**config.mk**
```make
export PLATFORM = sky130hd
export DESIGN_NAME = instr_fetch_loader_flat
export DESIGN_NICKNAME = d
export VERILOG_FILES = /design/src/rtl/instr_fetch_loader_if.sv /design/src/rtl/instr_fetch_loader.sv /design/src/flat_wrapper.sv
export SDC_FILE = /design/constraint.sdc
export NUM_CORES = 1
export LEC_CHECK = 0
export ABC_CLOCK_PERIOD_IN_PS = 2200
export CORE_MARGIN = 3
export CORE_UTILIZATION = 45
export CTS_CLUSTER_DIAMETER = 100
export CTS_CLUSTER_SIZE = 30
export DETAILED_ROUTE_END_ITERATION = 8
export GPL_TIMING_DRIVEN = 0
export MAX_ROUTING_LAYER = met4
export PLACE_DENSITY = 0.71
export SLEW_MARGIN = 0
export SYNTH_ARGS = -nofsm -noshare
export SYNTH_HDL_FRONTEND = slang
export SYNTH_SLANG_ARGS = --single-unit
export TNS_END_PERCENT = 100
```
**constraint.sdc**
```tcl
create_clock -name CLK -period 2.2 [get_ports CLK]
set_clock_uncertainty 0.2 [all_clocks]
set_input_delay 0.22 -clock CLK [delete_from_list [all_inputs] [get_ports CLK]]
set_output_delay 0.22 -clock CLK [all_outputs]
set_load 0.005 [all_outputs]
```
**src/rtl/instr_fetch_loader_if.sv**
```systemverilog
// ---------------------------------------------------------------------------
// instr_fetch_loader_if
//   Bundles the program-load handshake and the core-side fetch bus of the
//   instruction fetch loader.
//
//   master : the side that loads the program and runs the core
//            (drives LOAD_EN, HALT_REQ, DIN, DIN_VALID, PC)
//   slave  : the loader itself
//            (drives DIN_READY, INSTRUCTION, INSTR_VALID, CPU_EN, LOAD_COUNT)
//
//   LOAD_EN      1 = request/continue program load
//   HALT_REQ     1 = freeze instruction delivery while running
//   DIN          program byte
//   DIN_VALID    DIN holds a byte to store
//   DIN_READY    loader accepts DIN this cycle
//   PC           core program counter (byte address, 8 bits)
//   INSTRUCTION  fetched instruction, registered
//   INSTR_VALID  INSTRUCTION holds a loaded entry
//   CPU_EN       core may advance (RUN state only)
//   LOAD_COUNT   bytes stored in the current program (AW+1 bits)
// ---------------------------------------------------------------------------
interface instr_fetch_loader_if #(
  parameter int DW = 8,
  parameter int AW = 4
);
  logic          LOAD_EN;
  logic          HALT_REQ;
  logic [DW-1:0] DIN;
  logic          DIN_VALID;
  logic          DIN_READY;
  logic [7:0]    PC;
  logic [DW-1:0] INSTRUCTION;
  logic          INSTR_VALID;
  logic          CPU_EN;
  logic [AW:0]   LOAD_COUNT;

  modport master (
    output LOAD_EN, HALT_REQ, DIN, DIN_VALID, PC,
    input  DIN_READY, INSTRUCTION, INSTR_VALID, CPU_EN, LOAD_COUNT
  );

  modport slave (
    input  LOAD_EN, HALT_REQ, DIN, DIN_VALID, PC,
    output DIN_READY, INSTRUCTION, INSTR_VALID, CPU_EN, LOAD_COUNT
  );
endinterface

```
**src/rtl/instr_fetch_loader.sv**
```systemverilog
// ---------------------------------------------------------------------------
// instr_fetch_loader
//   Instruction-supply stage for the cpu core. A program is streamed in
//   byte-serially over a valid/ready handshake into a small store; in run
//   mode the entry addressed by the core's PC is returned one cycle later on
//   a registered INSTRUCTION bus. Sequencing is IDLE -> LOAD -> RUN <-> HALT,
//   and CPU_EN lets the core advance only while a loaded program runs.
//
//   Parameters
//     DW     instruction width
//     DEPTH  store entries
//     AW     store address width, must equal log2(DEPTH)
//   Ports
//     CLK    clock, all state changes on the rising edge
//     RESET  synchronous reset, active-high; discards any program
//     bus    instr_fetch_loader_if.slave (load handshake + fetch bus)
// ---------------------------------------------------------------------------
module instr_fetch_loader #(
  parameter int DW    = 8,
  parameter int DEPTH = 16,
  parameter int AW    = 4
) (
  input logic                  CLK,
  input logic                  RESET,
  instr_fetch_loader_if.slave  bus
);

  typedef enum logic [1:0] {
    IDLE = 2'd0,
    LOAD = 2'd1,
    RUN  = 2'd2,
    HALT = 2'd3
  } state_t;

  localparam logic [AW:0] FULL_COUNT = (AW+1)'(DEPTH);

  state_t        state;
  logic [DW-1:0] store [DEPTH];
  logic [AW:0]   load_count;
  logic [DW-1:0] instruction_q;
  logic          instr_valid_q;

  logic [AW-1:0] wptr;
  logic [AW-1:0] rd_addr;
  logic          rd_hit;
  logic          accept;
  logic          unused_pc_hi;

  // Bytes are written strictly in order, so the write pointer is simply the
  // low bits of the count; at FULL_COUNT it reads 0 but writes are blocked.
  assign wptr    = load_count[AW-1:0];

  // Upper PC bits are dropped, so fetch addresses wrap modulo DEPTH.
  assign rd_addr      = bus.PC[AW-1:0];
  assign unused_pc_hi = ^bus.PC[7:AW];
  assign rd_hit       = ({1'b0, rd_addr} < load_count);

  // Ready also drops with LOAD_EN, so the LOAD exit cycle never takes a byte.
  assign bus.DIN_READY = (state == LOAD) && bus.LOAD_EN && (load_count < FULL_COUNT);
  assign accept        = bus.DIN_VALID && bus.DIN_READY;

  assign bus.CPU_EN      = (state == RUN);
  assign bus.INSTRUCTION = instruction_q;
  assign bus.INSTR_VALID = instr_valid_q;
  assign bus.LOAD_COUNT  = load_count;

  // NOTE: all state here updates with non-blocking assignments so every
  // register samples pre-edge values, independent of statement order.
  always_ff @(posedge CLK) begin
    if (RESET) begin
      state         <= IDLE;
      load_count    <= '0;
      instruction_q <= '0;
      instr_valid_q <= 1'b0;
      // NOTE: the store is a handful of flops, not a RAM macro, so clearing it
      // on reset is cheap and gives a known image after a discarded load.
      for (int i = 0; i < DEPTH; i++) begin
        store[i] <= '0;
      end
    end else begin
      case (state)
        IDLE: begin
          if (bus.LOAD_EN) begin
            state      <= LOAD;
            load_count <= '0;
          end
        end

        LOAD: begin
          if (!bus.LOAD_EN) begin
            state <= (load_count != '0) ? RUN : IDLE;
          end else if (accept) begin
            store[wptr] <= bus.DIN;
            load_count  <= load_count + 1'b1;
          end
        end

        RUN: begin
          if (bus.LOAD_EN) begin
            state         <= LOAD;
            load_count    <= '0;
            instr_valid_q <= 1'b0;
          end else if (bus.HALT_REQ) begin
            // Freeze on the halting edge: INSTRUCTION keeps the last fetch.
            state         <= HALT;
            instr_valid_q <= 1'b0;
          end else begin
            // Entries beyond the current program read as zero, never stale data.
            instruction_q <= rd_hit ? store[rd_addr] : '0;
            instr_valid_q <= rd_hit;
          end
        end

        HALT: begin
          if (bus.LOAD_EN) begin
            state      <= LOAD;
            load_count <= '0;
          end else if (!bus.HALT_REQ) begin
            state <= RUN;
          end
        end

        default: state <= IDLE;
      endcase
    end
  end

endmodule
```
**src/flat_wrapper.sv**
```systemverilog
// flat-port wrapper written by rule: the top's interface ports become plain ports
module instr_fetch_loader_flat 
#(
  parameter int DW    = 8,
  parameter int DEPTH = 16,
  parameter int AW    = 4
)
  (CLK, RESET, bus_LOAD_EN, bus_HALT_REQ, bus_DIN, bus_DIN_VALID, bus_PC, bus_DIN_READY, bus_INSTRUCTION, bus_INSTR_VALID, bus_CPU_EN, bus_LOAD_COUNT);
  instr_fetch_loader_if #(.DW(DW), .AW(AW)) bus_i ();
  input logic CLK;
  input logic RESET;
  input wire logic [$bits(bus_i.LOAD_EN)-1:0] bus_LOAD_EN;
  input wire logic [$bits(bus_i.HALT_REQ)-1:0] bus_HALT_REQ;
  input wire logic [$bits(bus_i.DIN)-1:0] bus_DIN;
  input wire logic [$bits(bus_i.DIN_VALID)-1:0] bus_DIN_VALID;
  input wire logic [$bits(bus_i.PC)-1:0] bus_PC;
  output wire logic [$bits(bus_i.DIN_READY)-1:0] bus_DIN_READY;
  output wire logic [$bits(bus_i.INSTRUCTION)-1:0] bus_INSTRUCTION;
  output wire logic [$bits(bus_i.INSTR_VALID)-1:0] bus_INSTR_VALID;
  output wire logic [$bits(bus_i.CPU_EN)-1:0] bus_CPU_EN;
  output wire logic [$bits(bus_i.LOAD_COUNT)-1:0] bus_LOAD_COUNT;
  assign bus_i.LOAD_EN = bus_LOAD_EN;
  assign bus_i.HALT_REQ = bus_HALT_REQ;
  assign bus_i.DIN = bus_DIN;
  assign bus_i.DIN_VALID = bus_DIN_VALID;
  assign bus_i.PC = bus_PC;
  assign bus_DIN_READY = bus_i.DIN_READY;
  assign bus_INSTRUCTION = bus_i.INSTRUCTION;
  assign bus_INSTR_VALID = bus_i.INSTR_VALID;
  assign bus_CPU_EN = bus_i.CPU_EN;
  assign bus_LOAD_COUNT = bus_i.LOAD_COUNT;
  instr_fetch_loader #(.DW(DW), .DEPTH(DEPTH), .AW(AW)) u_core (.CLK(CLK), .RESET(RESET), .bus(bus_i));
endmodule
```
==> metrics.txt <==
CP required=approximately 2.1 ns; max_cap viols=0; status=finished, violations left; antenna fix cells=0; Setup crit start=u_core.bus.LOAD_COUNT[4]; worst slew pin tran=about 0.6 ns; initial antenna violation count=0; Final Util=a little under three fifths; synthesized netlist cell count=~460; CTS buffer count=17; # rows=43; Post-synth EDFFs=between 100 and 150; combinational share of power=about 6.1%; first-pass GRT wire length=24800 um; post-synth top area share=a little under three fifths; Yosys cell types=41; synthesized area per cell=around 15 um^2; H-tree depth=4; via count=about 4000; internal power=5.34 mW; DR DRC count=0; P&R area growth vs syn=21.9%; Static Leakage=2.96 nW; CTS max path bufs=2; CTS root buffer=clkbuf_16; Die Ht=approximately 130 um; die width=about 130 um; Buf/Inv on CP=0; crit path capture type=register; die area=between 0.015 and 0.02 mm^2; HPWL after detailed placement=between 10000 and 15000 um; Setup WS pre-CTS=-1.04 ns; Clock Latency Late Sink=about 0.43 ns; register bit total from synthesis=between 100 and 150; crit path DAT=between 2 and 2.5 ns; prevailing post-synth register cell=edfxtp_1; I/O pin count=37; crit path max fanout=8; first drt pass iteration count=5; Slew Limit Fails=0; Final Power=6.72 mW; top cell type by total area after synthesis=edfxtp_1; kind of critical path=reg -> reg; Layout Cells excl Fill=about 700; largest net degree at the start of global routing=17; Worst-path clk slew=~0.06 ns; top post-synthesis cells by area=edfxtp_1 57%, and2_1 12%, mux4_2 7.4%, dfxtp_1 4.8%, mux4_1 3.9%; CP delay by family, top=simple AND/OR/NAND/NOR gates; Net Sw Power=approximately 1.4 mW; clock sink count=144; Worst Hold Launch=u_core.bus.INSTRUCTION[0]; Tmin final=between 2 and 2.5 ns; setup ws final=-0.0407 ns; overall routed net length=16000 um; CP max stage cell=dfxtp_1; antenna viol nets, final=0; share of post-route cells with drive strength above 1=~23%; max_slew headroom=just under 60%; Slowest Stage Delay on Critical Path=around 0.40 ns; Post-Synthesis Cell Area=approximately 0.0067 mm^2; Syn Nets=slightly below 500; VDD IR-drop max=roughly 0.60 mV; f_max=around 450 MHz; Switching Fraction=between 20% and 30%; PwrDens=822 mW/mm^2; part of the cycle the worst path needs=102%; startpoint types=register; worst r2r src=u_core.bus.LOAD_COUNT[4]; grt total ovfl=0; FFs w/ async S/R, synth=0%; vias per cell=~5.7; Final Hold Fails=0; hold crit path type=reg -> reg; setup violators final=24; sequential-to-total area share from yosys stat=approximately 62%; starting DRC count in detailed routing=421; PortBufs=31; Synth warnings=0; fillers=approximately 1100; worst hold slack=between 0.2 and 0.25 ns; clock power share=between 40% and 50%; routed length per instance=between 20 and 25 um; failing checks=setup timing; placed cells=~670; core box area=0.0142 mm^2; vias in the first global route=~4200; Worst path most repeated cell=nor3_4; Sequential Power Share=around 46%; Initial Utilization=between 40% and 50%; worst path cell trace=nand3b_1 -> nor3_4 -> nand2_2 -> nor3_4 -> or2_2; Routability Congestion=0.801; CTS tree=yes; nets=~540; RSZ-0062 raised after global routing=yes; aggregate global-route resource usage=21.8%
layout make-up:
class	instances	area, um^2	area share [%]
flip-flops and latches	144	4170	51.0
multi-input cells	284	2610	31.9
clock buffers	17	425	5.20
repair buffers	35	339	4.15
clock inverters	15	240	2.94
well taps	180	225	2.75
plain buffers	21	145	1.77
inverters	7	26.3	0.321
layer usage:
| metal | global-route usage (%) | vias up | wire length [um] |
|---|---|---|---|
| met5 | - | - | 0 |
| met4 | 9.99 | 0 | 463 |
| met3 | 5.88 | 34 | 911 |
| met2 | 34.9 | 129 | 8210 |
| met1 | 25.8 | 2051 | 6390 |
| li1 | - | 1809 | - |
state kept, by name (all words and copies together) (netlist names):
| name | flops |
|---|---|
| u_core.store | 128 |
| u_core.bus.INSTRUCTION | 8 |
| u_core.bus.LOAD_COUNT | 5 |
| u_core.state | 2 |
| u_core.bus.INSTR_VALID | 1 |
placed cells by master, fill, tap and decap left out, drive strengths merged, types with 2 or more instances in the layout:
cell type and count:
buf 11, o21ai 20, clkinv 6, nor3 7, xnor2 2, or2 4
edfxtp 128, clkbuf 29, bufinv 6, inv 8, clkinvlp 2, clkdlybuf4s25 2
a22o 8, ha 7, and2 129, nand2b 3, and2b 2, dfxtp 16
mux4 32, a221oi 8, nand2 20, nor2 22, a31oi 2, clkdlybuf4s50 30
a21oi 5
repair_timing:
item | in CTS | in global routing
pin swaps | 6 | 0
gates cloned | 0 | 0
setup buffers | 4 | 0
gates resized for setup | 55 | 14
hold buffers | 0 | 0
endpoints found under the setup margin | 137 | 264
per-stage QoR:
stage               setup TNS [ns]  instance area (um^2)
global placement           -134.49                  7250
detailed placement         -141.75                  7250
finish                      -0.520                  8180
floorplan                        0                  6710
global route                 -4.49                  8180
CTS                          -8.23                  8140
power groups by stage:
stage | sequential [mW] | clock, mW | combinational (mW)
6_report | 3.07 | 3.24 | 0.411
5_1_grt | 3.08 | 3.39 | 0.439
4_1_cts | 3.07 | 3.25 | 0.409
3_5_place_dp | 3.13 | 0 | 0.389
3_3_place_gp | 3.13 | 0 | 0.379
2_1_floorplan | 3.12 | 0 | 0.241
worst paths after layout:
| check | end | slack, ns | cells after the start |
|---|---|---|---|
| worst min-delay path | u_core.bus.INSTRUCTION[0] | 0.25 | 2 |
| worst max-delay path | u_core.store[0][4] | -0.04 | 5 |
| worst min register to register | u_core.bus.INSTRUCTION[0] | 0.25 | 2 |
| worst max register to register | u_core.store[0][4] | -0.04 | 5 |
worst register-to-register path, stage by stage (launching register included):
cell and delay [ns]:
dfxtp_1 0.40, nand3b_1 0.24, nor3_4 0.25, nand2_2 0.27, nor3_4 0.27, or2_2 0.29
cells in the mapped netlist (7+ instances only):
master,number
and2_1,129
edfxtp_1,128
mux4_2,22
nor2_1,22
nand2_1,20
dfxtp_1,16
clkbuf_1,12
o21ai_0,12
mux4_1,10
a221oi_2,8
a22o_1,8
o21ai_1,8
ha_1,7
inv_1,7
kinds of logic (layout without fill, tap and decap cells):
kind of cell	Yosys count	after routing	share of synthesized area, %
compound gates	50	50	5.71
fa+ha+maj	7	7	1.31
flops	144	144	62.1
buf+inv	29	95	2.54
mux	32	32	11.3
xor+xnor	2	2	0.261
simple gates	193	193	16.8
(Power assumes the default switching activity.)
